[src/rtl/cv32e40p_apu_core_pkg.sv]
// Shared APU constants and request/response bundles for the CV32E40P APU
// interface, including the FPU arbiter's default outstanding depth.
package cv32e40p_apu_core_pkg;

    localparam int unsigned APU_NARGS_CPU       = 3;
    localparam int unsigned APU_WOP_CPU         = 6;
    localparam int unsigned APU_NDSFLAGS_CPU    = 15;
    localparam int unsigned APU_NUSFLAGS_CPU    = 5;
    localparam int unsigned APU_MAX_OUTSTANDING = 4;

    typedef struct packed {
        logic [APU_NARGS_CPU-1:0][31:0] operands;
        logic [APU_WOP_CPU-1:0]         op;
        logic [APU_NDSFLAGS_CPU-1:0]    flags;
    } apu_req_t;

    typedef struct packed {
        logic [31:0]                 result;
        logic [APU_NUSFLAGS_CPU-1:0] rflags;
    } apu_rsp_t;

endpackage

[src/rtl/cv32e40p_apu_id_fifo.sv]
// In-order FIFO of requester IDs for operations in flight inside the FPU;
// the head names the core that owns the next returning result.
module cv32e40p_apu_id_fifo #(
    parameter int unsigned DEPTH = 4,
    parameter int unsigned WIDTH = 1
) (
    input  logic             clk_i,
    input  logic             rst_i,
    input  logic             push_i,
    input  logic [WIDTH-1:0] data_i,
    input  logic             pop_i,
    output logic [WIDTH-1:0] head_o,
    output logic             full_o,
    output logic             empty_o
);

    localparam int unsigned PTR_W = (DEPTH > 1) ? $clog2(DEPTH) : 1;
    localparam int unsigned CNT_W = $clog2(DEPTH + 1);

    logic [WIDTH-1:0] mem_q [DEPTH];
    logic [PTR_W-1:0] wr_ptr_q, wr_ptr_d;
    logic [PTR_W-1:0] rd_ptr_q, rd_ptr_d;
    logic [CNT_W-1:0] count_q, count_d;

    function automatic logic [PTR_W-1:0] ptr_inc(input logic [PTR_W-1:0] p);
        return (p == PTR_W'(DEPTH - 1)) ? '0 : p + 1'b1;
    endfunction

    always_comb begin
        wr_ptr_d = wr_ptr_q;
        rd_ptr_d = rd_ptr_q;
        count_d  = count_q;
        if (push_i) wr_ptr_d = ptr_inc(wr_ptr_q);
        if (pop_i)  rd_ptr_d = ptr_inc(rd_ptr_q);
        case ({push_i, pop_i})
            2'b10:   count_d = count_q + 1'b1;
            2'b01:   count_d = count_q - 1'b1;
            default: count_d = count_q;
        endcase
    end

    always_ff @(posedge clk_i or posedge rst_i) begin
        if (rst_i) begin
            wr_ptr_q <= '0;
            rd_ptr_q <= '0;
            count_q  <= '0;
        end else begin
            wr_ptr_q <= wr_ptr_d;
            rd_ptr_q <= rd_ptr_d;
            count_q  <= count_d;
        end
    end

    // NOTE: storage has no reset; only entries behind a valid count are ever read.
    always_ff @(posedge clk_i) begin
        if (push_i) mem_q[wr_ptr_q] <= data_i;
    end

    assign head_o  = mem_q[rd_ptr_q];
    assign full_o  = (count_q == CNT_W'(DEPTH));
    assign empty_o = (count_q == '0);

endmodule

[src/rtl/cv32e40p_apu_arbiter.sv]
// Round-robin arbiter sharing one FPU wrapper between several cores' APU
// ports; selection is locked while a request waits for the FPU grant.
module cv32e40p_apu_arbiter
    import cv32e40p_apu_core_pkg::*;
#(
    parameter int unsigned NUM_REQ         = 2,
    parameter int unsigned MAX_OUTSTANDING = APU_MAX_OUTSTANDING,
    parameter int unsigned NARGS           = APU_NARGS_CPU,
    parameter int unsigned WOP             = APU_WOP_CPU,
    parameter int unsigned NDSFLAGS        = APU_NDSFLAGS_CPU,
    parameter int unsigned NUSFLAGS        = APU_NUSFLAGS_CPU
) (
    input  logic                                clk_i,
    input  logic                                rst_i,
    input  logic [NUM_REQ-1:0]                  req_apu_req_i,
    output logic [NUM_REQ-1:0]                  req_apu_gnt_o,
    input  logic [NUM_REQ-1:0][NARGS-1:0][31:0] req_apu_operands_i,
    input  logic [NUM_REQ-1:0][WOP-1:0]         req_apu_op_i,
    input  logic [NUM_REQ-1:0][NDSFLAGS-1:0]    req_apu_flags_i,
    output logic [NUM_REQ-1:0]                  req_apu_rvalid_o,
    output logic [31:0]                         req_apu_result_o,
    output logic [NUSFLAGS-1:0]                 req_apu_rflags_o,
    output logic                                fpu_req_o,
    input  logic                                fpu_gnt_i,
    output logic [NARGS-1:0][31:0]              fpu_operands_o,
    output logic [WOP-1:0]                      fpu_op_o,
    output logic [NDSFLAGS-1:0]                 fpu_flags_o,
    input  logic                                fpu_rvalid_i,
    input  logic [31:0]                         fpu_rdata_i,
    input  logic [NUSFLAGS-1:0]                 fpu_rflags_i,
    output logic                                busy_o,
    output logic                                err_o
);

    localparam int unsigned ID_W = $clog2(NUM_REQ);

    logic [ID_W-1:0] rr_ptr_q, rr_ptr_d;
    logic [ID_W-1:0] lock_id_q, lock_id_d;
    logic            locked_q, locked_d;
    logic            err_q, err_d;

    logic [ID_W-1:0] winner;
    logic            found;
    logic            issue;
    logic            pop;
    logic [ID_W-1:0] head;
    logic            full;
    logic            empty;

    always_comb begin
        winner = '0;
        found  = 1'b0;
        if (locked_q) begin
            winner = lock_id_q;
            found  = req_apu_req_i[lock_id_q];
        end else begin
            for (int i = NUM_REQ - 1; i >= 0; i--) begin
                // Scanning downward lets the first hit from rr_ptr win last.
                automatic int unsigned k = (int'(rr_ptr_q) + i) % NUM_REQ;
                if (req_apu_req_i[k]) begin
                    winner = ID_W'(k);
                    found  = 1'b1;
                end
            end
        end
    end

    assign fpu_req_o      = found && !full;
    assign issue          = fpu_req_o && fpu_gnt_i;
    assign pop            = fpu_rvalid_i && !empty;
    assign fpu_operands_o = req_apu_operands_i[winner];
    assign fpu_op_o       = req_apu_op_i[winner];
    assign fpu_flags_o    = req_apu_flags_i[winner];

    always_comb begin
        req_apu_gnt_o            = '0;
        req_apu_gnt_o[winner]    = issue;
        req_apu_rvalid_o         = '0;
        req_apu_rvalid_o[head]   = pop;
    end

    assign req_apu_result_o = fpu_rdata_i;
    assign req_apu_rflags_o = fpu_rflags_i;

    always_comb begin
        rr_ptr_d  = rr_ptr_q;
        locked_d  = locked_q;
        lock_id_d = lock_id_q;
        err_d     = err_q | (fpu_rvalid_i && empty);
        if (issue) begin
            rr_ptr_d = (winner == ID_W'(NUM_REQ - 1)) ? '0 : winner + 1'b1;
            locked_d = 1'b0;
        end else if (fpu_req_o) begin
            locked_d  = 1'b1;
            lock_id_d = winner;
        end else if (locked_q && !req_apu_req_i[lock_id_q]) begin
            // A locked requester that withdraws must not starve the others.
            locked_d = 1'b0;
        end
    end

    // NOTE: state flops use non-blocking assignments so every register samples pre-edge values.
    always_ff @(posedge clk_i or posedge rst_i) begin
        if (rst_i) begin
            rr_ptr_q  <= '0;
            lock_id_q <= '0;
            locked_q  <= 1'b0;
            err_q     <= 1'b0;
        end else begin
            rr_ptr_q  <= rr_ptr_d;
            lock_id_q <= lock_id_d;
            locked_q  <= locked_d;
            err_q     <= err_d;
        end
    end

    cv32e40p_apu_id_fifo #(
        .DEPTH (MAX_OUTSTANDING),
        .WIDTH (ID_W)
    ) u_id_fifo (
        .clk_i   (clk_i),
        .rst_i   (rst_i),
        .push_i  (issue),
        .data_i  (winner),
        .pop_i   (pop),
        .head_o  (head),
        .full_o  (full),
        .empty_o (empty)
    );

    assign busy_o = !empty || fpu_req_o;
    assign err_o  = err_q;

endmodule

[config.mk]
export PLATFORM = sky130hd
export DESIGN_NAME = cv32e40p_apu_arbiter
export DESIGN_NICKNAME = d
export VERILOG_FILES = /design/src/rtl/cv32e40p_apu_core_pkg.sv /design/src/rtl/cv32e40p_apu_id_fifo.sv /design/src/rtl/cv32e40p_apu_arbiter.sv
export SDC_FILE = /design/constraint.sdc
export NUM_CORES = 1
export LEC_CHECK = 0
export ABC_AREA = 1
export CAP_MARGIN = 15
export CORE_AREA = 10 10 160 162
export CTS_BUF_LIST = sky130_fd_sc_hd__clkbuf_8
export CTS_CLUSTER_DIAMETER = 150
export DETAILED_ROUTE_END_ITERATION = 10
export DIE_AREA = 0 0 170 172
export PLACE_DENSITY_LB_ADDON = 0.08
export SYNTH_ARGS = -nofsm -noshare
export SYNTH_HDL_FRONTEND = slang
export SYNTH_HIERARCHICAL = 1
export SYNTH_SLANG_ARGS = --single-unit
[constraint.sdc]
create_clock -name clk_i -period 4.6 [get_ports clk_i]
set_clock_uncertainty 0.05 [all_clocks]
set_input_delay 0.69 -clock clk_i [delete_from_list [all_inputs] [get_ports clk_i]]
set_output_delay 0.69 -clock clk_i [all_outputs]
set_load 0.03 [all_outputs]
# --- Word level (Yosys, flattened, before mapping) ---
# Memory sizes are Yosys's and may differ from the RTL's.
# Cells that the tools add are included.
word_totals:
  mem_bits_rw: 4
  mem_count: 1
  mem_bits_ro: 0
  output_inout_bits: 161
  latch_bits: 0
  reg_bits: 11
memory_table:
  columns: ["memory", "depth", "word_bits", "rd", "rd_ports_with_merged_regs", "wr", "line", "text"]
  rows:
  - ["u_id_fifo.mem_q", 4, 1, 1, 0, 1, "cv32e40p_apu_id_fifo.sv:20", "logic [WIDTH-1:0] mem_q [DEPTH];"]
classes:
  mux: 31
  n_reduce_logical: 15
  div: 0
  n_bitwise: 4
  shifts: 0
  eq_ne: 5
  n_lt_le_gt_ge: 7
  add_sub_neg: 6
  n_mul: 0
op_table:
  columns: ["operator", "count"]
  rows:
  - ["$mux W96", 2]
  - ["$mux W15", 2]
  - ["$mux W1", 20]
  - ["$mux W6", 2]
  - ["$lt A1 B2 Y1 const B", 5]
  - ["$logic_and A1 B1 Y1", 7]
  - ["$eq A2 B2 Y1 const B", 3]
  - ["$pmux W3 S2", 1]
  - ["$add A2 B1 Y2 const B", 2]
  - ["$and A2 B2 Y2", 2]
  - ["$mux W2", 2]
  - ["$add A3 B1 Y3 const B", 1]
  - ["$eq A3 B3 Y1 const B", 1]
  - ["$logic_not A1 Y1", 3]
  - ["$logic_not A3 Y1", 1]
  - ["$reduce_bool A3 Y1", 1]
  - ["$sub A3 B1 Y3 const B", 1]
  - ["$add A1 B1 Y1 const B", 2]
  - ["$demux W1 S1", 2]
  - ["$eq A2 B1 Y1 const B", 1]
  - ["$ge A1 B1 Y1 const B", 2]
  - ["$reduce_and A2 Y1", 1]
  - ["$reduce_bool A2 Y1", 1]
  - ["$logic_or A1 B1 Y1", 1]
  - ["2 further kinds", 2]

# --- Longest topological paths before layout ---
# Gate-level depths: netlist of run 1.
logic_depth:
  ltp_word: 11
  depth_mapped: 15
  mapped_depth_nobuf: 14

# --- Modules after synthesis ---
# The synthesis of run 1 kept the hierarchy.
modules_own_cells:
  columns: ["mod", "n_inst", "cells_each", "seq_area_each_um2", "area_per_inst_um2"]
  rows:
  - ["cv32e40p_apu_arbiter", 1, 460, 100.1, 2112.0]
  - ["cv32e40p_apu_id_fifo", 1, 66, 295.3, 600.6]

# --- Least setup slack after synthesis of run 1 ---
# OpenSTA, ideal clock, no wires.
synth_timing:
  kind: "input port to output port"
  from: "input port req_apu_req_i[1]"
  to: "output port req_apu_gnt_o[0]"
  slack_ns: 2.148
  arrival_time_ns: 1.712
  n_path_buf: 0
  cell_stages: 6
  cell_sequence: "nand2_1 nand2_1 nor2_1 nor2_1 nand3_1 inv_1"
synth_via:
  word_cells_on_any_way: 20
synth_rtl:
  columns: ["element", "line", "text"]
  rows:
  - ["start, declared", "cv32e40p_apu_arbiter.sv:15", "input logic [NUM_REQ-1:0] req_apu_req_i,"]
  - ["$mux W1 (implied by the code) (2 in a row)", "cv32e40p_apu_arbiter.sv:60", "if (req_apu_req_i[k]) begin"]
  - ["$mux W1 (2 in a row)", "cv32e40p_apu_arbiter.sv:60", null]
  - ["$mux W1 *", "cv32e40p_apu_arbiter.sv:53", "if (locked_q) begin"]
  - ["$logic_and A1 B1 Y1 *", "cv32e40p_apu_arbiter.sv:68", "assign fpu_req_o = found && !full;"]
  - ["via fpu_req_o", "cv32e40p_apu_arbiter.sv:23", "output logic fpu_req_o,"]
  - ["$logic_and A1 B1 Y1 *", "cv32e40p_apu_arbiter.sv:69", "assign issue = fpu_req_o && fpu_gnt_i;"]
  - ["$and A2 B2 Y2 (no line) *", null, null]
  - ["end, declared", "cv32e40p_apu_arbiter.sv:16", "output logic [NUM_REQ-1:0] req_apu_gnt_o,"]
# Mark *: on every way through the listed nets, which the timed path passes. The rest lies on a longest branch. The select of a mux whose other input is x is not followed.

==> results.md, run 1 <==
* GP Congestion at 0.787
* DRC at 0
* Largest net degree at the start of global routing at 70
* Final ANT Viol Nets at 0
* WP data arrival at 2.99 ns
* Share of layout cells above drive strength 1 at 1.20%
* Post-synthesis to final-layout area growth at 133%
* Leading area contributor after synthesis: nand2_1
* Placed Instances at 1,114
* Crit end category: output pin
* CP Launch Type: input port
* GR Overflow Total at 0
* Setup repair bufs after CTS at 0
* Final cell count without fillers at 1,118
* Num rows at 55
* First-pass GRT wire length at 27.7 mm
* Reg clk slew, reported paths at 0.06 ns
* Starting Density at 12.1%
* Final period util at 81.2%
* Final setup vio count at 0
* Tmin final at 3.73 ns
* Worst path required time at 3.86 ns
* Yosys cell types at 21
* DP Wirelength at 16.9 mm
* Synth Warn # at 6
* Initial antenna violation count at 0
* Port Buf Inserts at 363
* H-tree Lvls at 1
* Final WL at 20.0 mm
* RSZ-0062 raised after global routing: false
* FF+latch count, synth at 15
* Pleak at 3.01 nW
* Max Cap Viol at 0
* Mapped Nets at 810
* Synth top area share at 52.4%
* Max VDD drop at 0.000229 V
* Wire length per cell at 17.9 um
* Vias in the first global route at 4,127
* Critical path peak fanout at 69
* Slew margin rel. at 54.3%
* Die height at 172 um
* Skew-Pair Late Insertion Delay at 0.24 ns
* I/O pin cnt at 438
* Diodes inserted at 0
* CORE AREA at 22,400 um^2
* CTS Sinks at 15
* Post-Syn Instances at 526
* Iteration-0 DRC Markers at 192
* Class of the worst hold path: reg -> reg
* Final Max Slew Viols at 0
* CTS root buf: clkbuf_8
* Fin. Hold Viols at 0
* Crit Path Class: in -> out
* Drt pass-1 iters at 4
* Sequential element share of the synthesized area at 14.6%
* Resized Gates After CTS at 0
* Routed via count at 4,069
* FF/Latch Area at 395 um^2
* Fmax at 268 MHz
* Multi-input logic area at 1710 um^2
* Post-synthesis cell area at 2710 um^2
* Fill cells at 2,468
* Final net count at 1,118
* Hold_buf cts at 0
* Post-Syn Area per Cell at 5.16 um^2
* Die area at 29,200 um^2
* Total CTS buffers at 3
* Total GRT Usage at 12.3%
* Worst slew pin tran at 0.681 ns
* Status: completed
* CTS tree: done
* Post-place setup slack at 0.862 ns
* Die width at 170 um
* Clock buffer depth at 2
* Final setup TNS at 0 ns
* DR vias/cell at 3.64
* Power per cell area at 512 nW/um^2
* Top cells by area, synth: nand2_1 52%, buf_4 15%, dfrtp_1 10%
* Setup WS post-layout at 0.866 ns
## synth_stat cells
cell      number
o21bai_1       1
nor2_1         8
edfxtp_1       4
ha_1           6
nand4_1        1
o21ai_0        3
fa_1           1
dfrtp_1       11
buf_4         53
nand3_1        7
o211ai_1       2
nor3_1         3
buf_6         11
nand2_1      379
nor3b_1        1
xnor2_1        1
o21ai_1        2
a21o_1         1
a21oi_1        3
inv_1         27
inv_2          1
## cells in the final DEF, fill, tap and decap left out, drive strengths merged
cell           netlist  routed
a21o                 1       1
a21oi                3       3
buf                 64       4
clkbuf               0       3
clkdlybuf4s50        0     363
dfrtp               11      11
edfxtp               4       4
fa                   1       1
ha                   6       6
inv                 28      29
nand2              379     379
nand3                7       7
nand4                1       1
nor2                 8       8
nor3                 3       3
nor3b                1       1
o211ai               2       2
o21ai                5       5
o21bai               1       1
xnor2                1       1
## critical path, stage by stage
cell	delay (ns)
clkdlybuf4s50_1	0.52
inv_1	0.05
nor2_1	0.20
nand2_1	0.14
nand2_4	0.11
buf_12	0.26
nand2_1	0.11
nand2_1	0.08
clkdlybuf4s50_1	0.76
## registers in the layout (all words and copies together) (netlist names)
register,count
lock_id_q,1
u_id_fifo/rd_ptr_q,2
u_id_fifo/mem_q,4
err_o,1
locked_q,1
rr_ptr_q,1
u_id_fifo/count_q,3
u_id_fifo/wr_ptr_q,2
## per-layer routing
| layer | up-vias | wire (um) | global-route usage, % |
|---|---|---|---|
| met1 | 1722 | 7240 | 12.6 |
| met3 | 8 | 2020 | 4.35 |
| met4 | 0 | 41 | 0.725 |
| li1 | 2138 | - | - |
| met2 | 201 | 10700 | 24.4 |
| met5 | - | 0 | 0 |
## report_power, final
part / switching [mW] / leakage (nW) / internal (mW)
clock: 0.0458 / 0.0269 / 0.0590
sequential: 0.0478 / 0.167 / 0.193
combinational: 1.75 / 2.81 / 1.14
## final cells by class
type                            instances  share of cell area, %
Clock buffer                            3                  0.653
Clock inverter                          1                 0.0593
Inverter                               28                   1.66
Multi-Input combinational cell        419                   27.0
Sequential cell                        15                   6.25
Tap cell                              285                   5.64
Timing Repair Buffer                  367                   58.7
## logic make-up after synthesis
| kind of cell | after synthesis | share of synthesized area (%) |
|---|---|---|
| XOR/XNOR | 1 | 0.323 |
| buffers and inverters | 92 | 23.1 |
| AO/OA/AOI/OAI | 12 | 2.58 |
| flip-flops | 15 | 14.6 |
| AND/OR/NAND/NOR | 399 | 55.9 |
| adder cells (fa/ha/maj) | 7 | 3.51 |
## metrics by stage
stage	util, %	hold WS, ns	power, mW	instance area, um^2
final	28.3	0.427	3.24	6320
after global routing	28.3	0.431	3.51	6320
after CTS	28.3	0.419	3.31	6320
after detailed placement	28.1	0.397	3.20	6280
after global placement	28.1	0.403	3.23	6280
after floorplan	-	0.400	2.01	2710
## path summary, 6_finish.rpt
check / startpoint / endpoint / slack (ns) / depth (start not counted)
worst min-delay path: err_o / err_o / 0.43 / 1
min in group asynchronous: rst_i / locked_q / 0.61 / 2
worst max-delay path: req_apu_req_i[1] / fpu_operands_o[42] / 0.87 / 9
worst min register to register: err_o / err_o / 0.43 / 1
worst max register to register: u_id_fifo/count_q[1] / u_id_fifo/count_q[2] / 2.29 / 12
max in group asynchronous: rst_i / u_id_fifo/wr_ptr_q[1] / 3.57 / 2
Power figures use the tool's default switching activity.
==> run 2, diff against run 1 <==
- clock period: 4.6 -> 3 ns (I/O delays scaled with it)
==> run 2 against run 1 <==
  * Routed wire length increased by 0.57%
  * Combinational power up 50%
  * Non-clock buffer count grew 1
  * Flip-flop and latch count is the same
  * Die area stayed put
  * Critical endpoint is now fpu_operands_o[43]
  * Largest cell class unchanged
==> results.md, run 2 (synthesized netlist as in run 1, its figures left out) <==
* Biggest register: u_id_fifo/mem_q
* Hold_buf cts at 0
* Final WL at 20.1 mm
* Most frequent CP cell: nand2_1
* Switching Share at 59.0%
* Total GRT Usage at 12.6%
* Clock Power Share at 3.6%
* Worst r2r src: u_id_fifo/count_q[1]
* Final ANT Viol Nets at 0
* Crit end category: output pin
* Fmax at 373 MHz
* Die width at 170 um
* CTS tree: done
* GR Overflow Total at 0
* Port Buf Inserts at 363
* Final net count at 1,119
* Worst Reg-to-Reg Cells at 12
* Initial antenna violation count at 0
* Largest regs: u_id_fifo/mem_q: 4 flops, u_id_fifo/count_q: 3 flops
* Critical path peak fanout at 53
* DRC at 0
* CTS root buf: clkbuf_8
* Worst slew pin tran at 0.525 ns
* DR vias/cell at 3.62
* CP Launch Type: input port
* Most frequent cells in the layout: 378 x nand2_1, 244 x clkdlybuf4s50_1, 113 x buf_4
* GP Congestion at 0.778
* Buffers & Inverters on Critical Path at 4
* Starting Density at 12.1%
* Class of the worst hold path: in -> async
* Tmin final at 2.68 ns
* Share of layout cells above drive strength 1 at 15.7%
* Max Cap Viol at 0
* RR Endpoint: u_id_fifo/count_q[2]
* Status: completed
* Routed via count at 4,053
* Setup slack, reg-to-reg at 0.71 ns
* Cell family contributing the most delay on the critical path: buffers and inverters
* First-pass GRT wire length at 28.1 mm
* Wire length per cell at 18.0 um
* Skew-Pair Late Insertion Delay at 0.25 ns
* Reg clk slew, reported paths at 0.07 ns
* WP data arrival at 2.18 ns
* Clock buffer depth at 2
* Final period util at 89.5%
* Die height at 172 um
* RSZ-0062 raised after global routing: false
* Worst path cell trace: clkdlybuf4s50_1 -> inv_1 -> nor2_1 -> nand2_1 -> nand2_4 -> buf_12 -> nand2_1 -> nand2_1 -> buf_4
* Post-synthesis to final-layout area growth at 126%
* Seq pwr share at 7.6%
* Die area at 29,200 um^2
* Final setup vio count at 0
* Post-place setup slack at 0.277 ns
* Vias in the first global route at 4,218
* Power per cell area at 796 nW/um^2
* Final setup TNS at 0 ns
* Fin. Hold Viols at 0
* Num rows at 55
* Diodes inserted at 0
* Resized Gates After CTS at 0
* CORE AREA at 22,400 um^2
* Setup WS post-layout at 0.316 ns
* Comb pwr share at 88.8%
* NetSw at 2.87 mW
* Total CTS buffers at 3
* Max VDD drop at 0.000469 V
* Slew margin rel. at 64.8%
* DP Wirelength at 17.2 mm
* CTS Sinks at 15
* Iteration-0 DRC Markers at 164
* Final Max Slew Viols at 0
* H-tree Lvls at 1
* Critical-path top delay cell: clkdlybuf4s50_1
* Slowest cell delay on critical path at 0.53 ns
* I/O pin cnt at 438
* Pleak at 3.16 nW
* Most common cell after layout, fill and taps aside: nand2_1
* Max reg flops at 4
* Drt pass-1 iters at 4
* Worst path required time at 2.50 ns
* Largest net degree at the start of global routing at 62
* Setup repair bufs after CTS at 0
* Crit Path Class: in -> out
* Pint at 2.00 mW
## run 2: cell count changes in the layout (fill, tap and decap cells not counted)
cell,before,now
buf_12,4,11
inv_1,28,27
clkinv_2,0,1
buf_4,0,113
clkdlybuf4s50_1,363,244
## run 2: layout make-up
| type | count | area, um^2 |
|---|---|---|
| Timing Repair Buffer | 368 | 3510 |
| Clock inverter | 1 | 5.00 |
| Clock buffer | 3 | 41.3 |
| Tap cell | 285 | 357 |
| Multi-Input combinational cell | 419 | 1710 |
| Fill cell | 2533 | 16200 |
| Inverter | 28 | 105 |
| Sequential cell | 15 | 395 |
## run 2: worst max path at each step
stage                         startpoint                  to  slack [ns]  cells past startpoint
global placement        req_apu_req_i[0]  fpu_operands_o[45]        0.29                      7
finish                  req_apu_req_i[1]  fpu_operands_o[43]        0.32                      9
detailed placement      req_apu_req_i[1]  fpu_operands_o[41]        0.28                      9
CTS                     req_apu_req_i[1]  fpu_operands_o[41]        0.27                      9
floorplan           u_id_fifo/count_q[2]    req_apu_gnt_o[0]        0.95                      6
global route            req_apu_req_i[1]  fpu_operands_o[15]        0.10                      9
## run 2: routing by layer
layer	part of all wire, %	vias to the layer above	global-route usage, %
li1	-	2139	-
met1	36	1698	13.1
met2	55	210	24.8
met3	9.2	6	3.99
met4	0.11	0	0.877
met5	0	-	0
## run 2: power groups by stage
stage               Sequential (mW)  Clock (mW)  Combinational [mW]
finish                        0.369       0.174                4.33
global route                  0.384       0.191                4.72
CTS                           0.370       0.183                4.43
detailed placement            0.374           0                4.42
global placement              0.374           0                4.45
floorplan                     0.356           0                2.73
## run 2: stage by stage
stage | instance area, um^2 | cells | hold WS (ns) | utilization [%] | power (mW)
2_1_floorplan | 2710 | 526 | 0.166 | - | 3.09
3_3_place_gp | 6080 | 1115 | 0.406 | 27.2 | 4.82
3_5_place_dp | 6080 | 1115 | 0.404 | 27.2 | 4.79
4_1_cts | 6120 | 1119 | 0.355 | 27.4 | 4.98
5_1_grt | 6120 | 1119 | 0.398 | 27.4 | 5.29
6_report | 6120 | 1119 | 0.356 | 27.4 | 4.87
==> run 3, diff against run 2 <==
- clock period: 3 -> 3.4 ns (I/O delays scaled with it)
==> run 3 against run 2 <==
  * Non-clock buffer count shrank 2
  * Final cell count shrank 0.18%
  * Die area is the same
  * Sequential power shrank 12%
  * Flip-flop and latch count is the same
  * Total power shrank 13%
  * Clock power shrank 13%
  * Combinational power shrank 13%
  * Critical path depth shrank 2
  * Worst setup slack gained 0.15 ns
  * Routed wire length shrank 2.3%
==> results.md, run 3 (synthesized netlist as in run 1, its figures left out) <==
* Status: completed
* CTS tree: done
* Max VDD drop at 0.000315 V
* Final setup vio count at 0
* Die width at 170 um
* Post-place setup slack at 0.491 ns
* Max reg flops at 4
* Total GRT Usage at 12.2%
* RR Endpoint: u_id_fifo/count_q[2]
* CTS root buf: clkbuf_8
* CP Launch Type: input port
* Port Buf Inserts at 363
* Most frequent CP cell: nand2_1
* Final net count at 1,117
* Wire length per cell at 17.6 um
* Max Cap Viol at 0
* Most common cell after layout, fill and taps aside: nand2_1
* Skew-Pair Late Insertion Delay at 0.25 ns
* Final WL at 19.7 mm
* Iteration-0 DRC Markers at 163
* Critical-path top delay cell: clkdlybuf4s50_1
* Fmax at 340 MHz
* Final period util at 86.4%
* WP data arrival at 2.38 ns
* Most frequent cells in the layout: 378 x nand2_1, 245 x clkdlybuf4s50_1, 112 x buf_4
* GP Congestion at 0.740
* GR Overflow Total at 0
* Die area at 29,200 um^2
* Drt pass-1 iters at 4
* Global Route met1 Usage at 12.6%
* CORE AREA at 22,400 um^2
* Pleak at 3.14 nW
* H-tree Lvls at 1
* Initial antenna violation count at 1
* Worst slew pin tran at 0.635 ns
* RSZ-0062 raised after global routing: false
* CTS Sinks at 15
* Num rows at 55
* Tmin final at 2.94 ns
* Setup WS post-layout at 0.463 ns
* Slowest cell delay on critical path at 0.54 ns
* GR Util met3 at 4.35%
* Largest regs: u_id_fifo/mem_q: 4 flops, u_id_fifo/count_q: 3 flops
* Share of layout cells above drive strength 1 at 15.4%
* Worst path cell trace: clkdlybuf4s50_1 -> nand2_1 -> a21oi_4 -> buf_12 -> nand2_1 -> nand2_1 -> buf_4
* Critical path capture point: fpu_operands_o[55]
* Power per cell area at 695 nW/um^2
* Fin. Hold Viols at 0
* Final Max Slew Viols at 0
* Hold_buf cts at 0
* Largest net degree at the start of global routing at 119
* Vias in the first global route at 4,164
* Slew margin rel. at 57.7%
* Worst path required time at 2.84 ns
* Worst Reg-to-Reg Cells at 12
* Setup repair bufs after CTS at 0
* First-pass GRT wire length at 27.6 mm
* Met2 Resource Use GR at 23.8%
* Final cell count without fillers at 1,117
* Crit end category: output pin
* Final setup TNS at 0 ns
* Setup crit start: req_apu_req_i[0]
* Final ANT Viol Nets at 0
* Busiest layer in global routing: met2
* Total CTS buffers at 3
* Class of the worst hold path: reg -> reg
* Biggest register: u_id_fifo/mem_q
* Post-synthesis to final-layout area growth at 124%
* Routed via count at 4,023
* Clock buffer depth at 2
* Final core occ at 27.2%
* I/O pin cnt at 438
* Placed Instances at 1,113
* DR vias/cell at 3.60
* DRC at 0
* Die height at 172 um
* Reg clk slew, reported paths at 0.07 ns
* Crit Path Class: in -> out
* Worst r2r src: u_id_fifo/count_q[0]
* Critical path peak fanout at 118
* Hold path cells at 1
* Setup slack, reg-to-reg at 1.12 ns
* DP Wirelength at 16.7 mm
* Diodes inserted at 0
* Resized Gates After CTS at 0
* Starting Density at 12.1%
==> run 3: cell count changes in the layout (fill, tap and decap cells not counted) <==
cell,delta
buf_12,-2
buf_4,-1
clkdlybuf4s50_1,+1
==> run 3: worst min-delay path by stage <==
stage,from,end,slack [ns]
floorplan,rst_i,err_o,0.23
global placement,err_o,err_o,0.40
detailed placement,err_o,err_o,0.41
CTS,err_o,err_o,0.42
global route,rst_i,err_o,0.45
finish,err_o,err_o,0.42
==> run 3: critical path, delay by kind of cell <==
| family | cells | cell delay (ns) |
|---|---|---|
| and+or+nand+nor | 3 | 0.43 |
| buffers and inverters | 3 | 1.05 |
| AOI/OAI and AO/OA | 1 | 0.20 |
==> run 3: per-layer routing <==
metal / wire length (um) / up-vias
li1: - / 2135
met1: 6890 / 1674
met2: 10600 / 200
met3: 2050 / 12
met4: 93 / 2
met5: 13 / -
==> run 3: cell type report <==
| cell class | count | area (um^2) |
|---|---|---|
| clock buffers | 3 | 41.3 |
| well taps | 285 | 357 |
| clock inverters | 1 | 5.00 |
| fillers | 2526 | 16300 |
| repair buffers | 366 | 3470 |
| multi-input cells | 419 | 1710 |
| flip-flops and latches | 15 | 395 |
| inverters | 28 | 105 |
==> run 3: through the flow <==
| stage | area (um^2) | power [mW] | hold slack [ns] |
|---|---|---|---|
| global placement | 6040 | 4.21 | 0.402 |
| floorplan | 2710 | 2.72 | 0.226 |
| global route | 6090 | 4.60 | 0.448 |
| finish | 6090 | 4.23 | 0.418 |
| detailed placement | 6040 | 4.18 | 0.406 |
| CTS | 6090 | 4.34 | 0.422 |
==> run 3: power breakdown <==
part | internal [mW] | switching [mW]
registers | 0.261 | 0.0614
logic | 1.38 | 2.37
clock network | 0.0813 | 0.0704
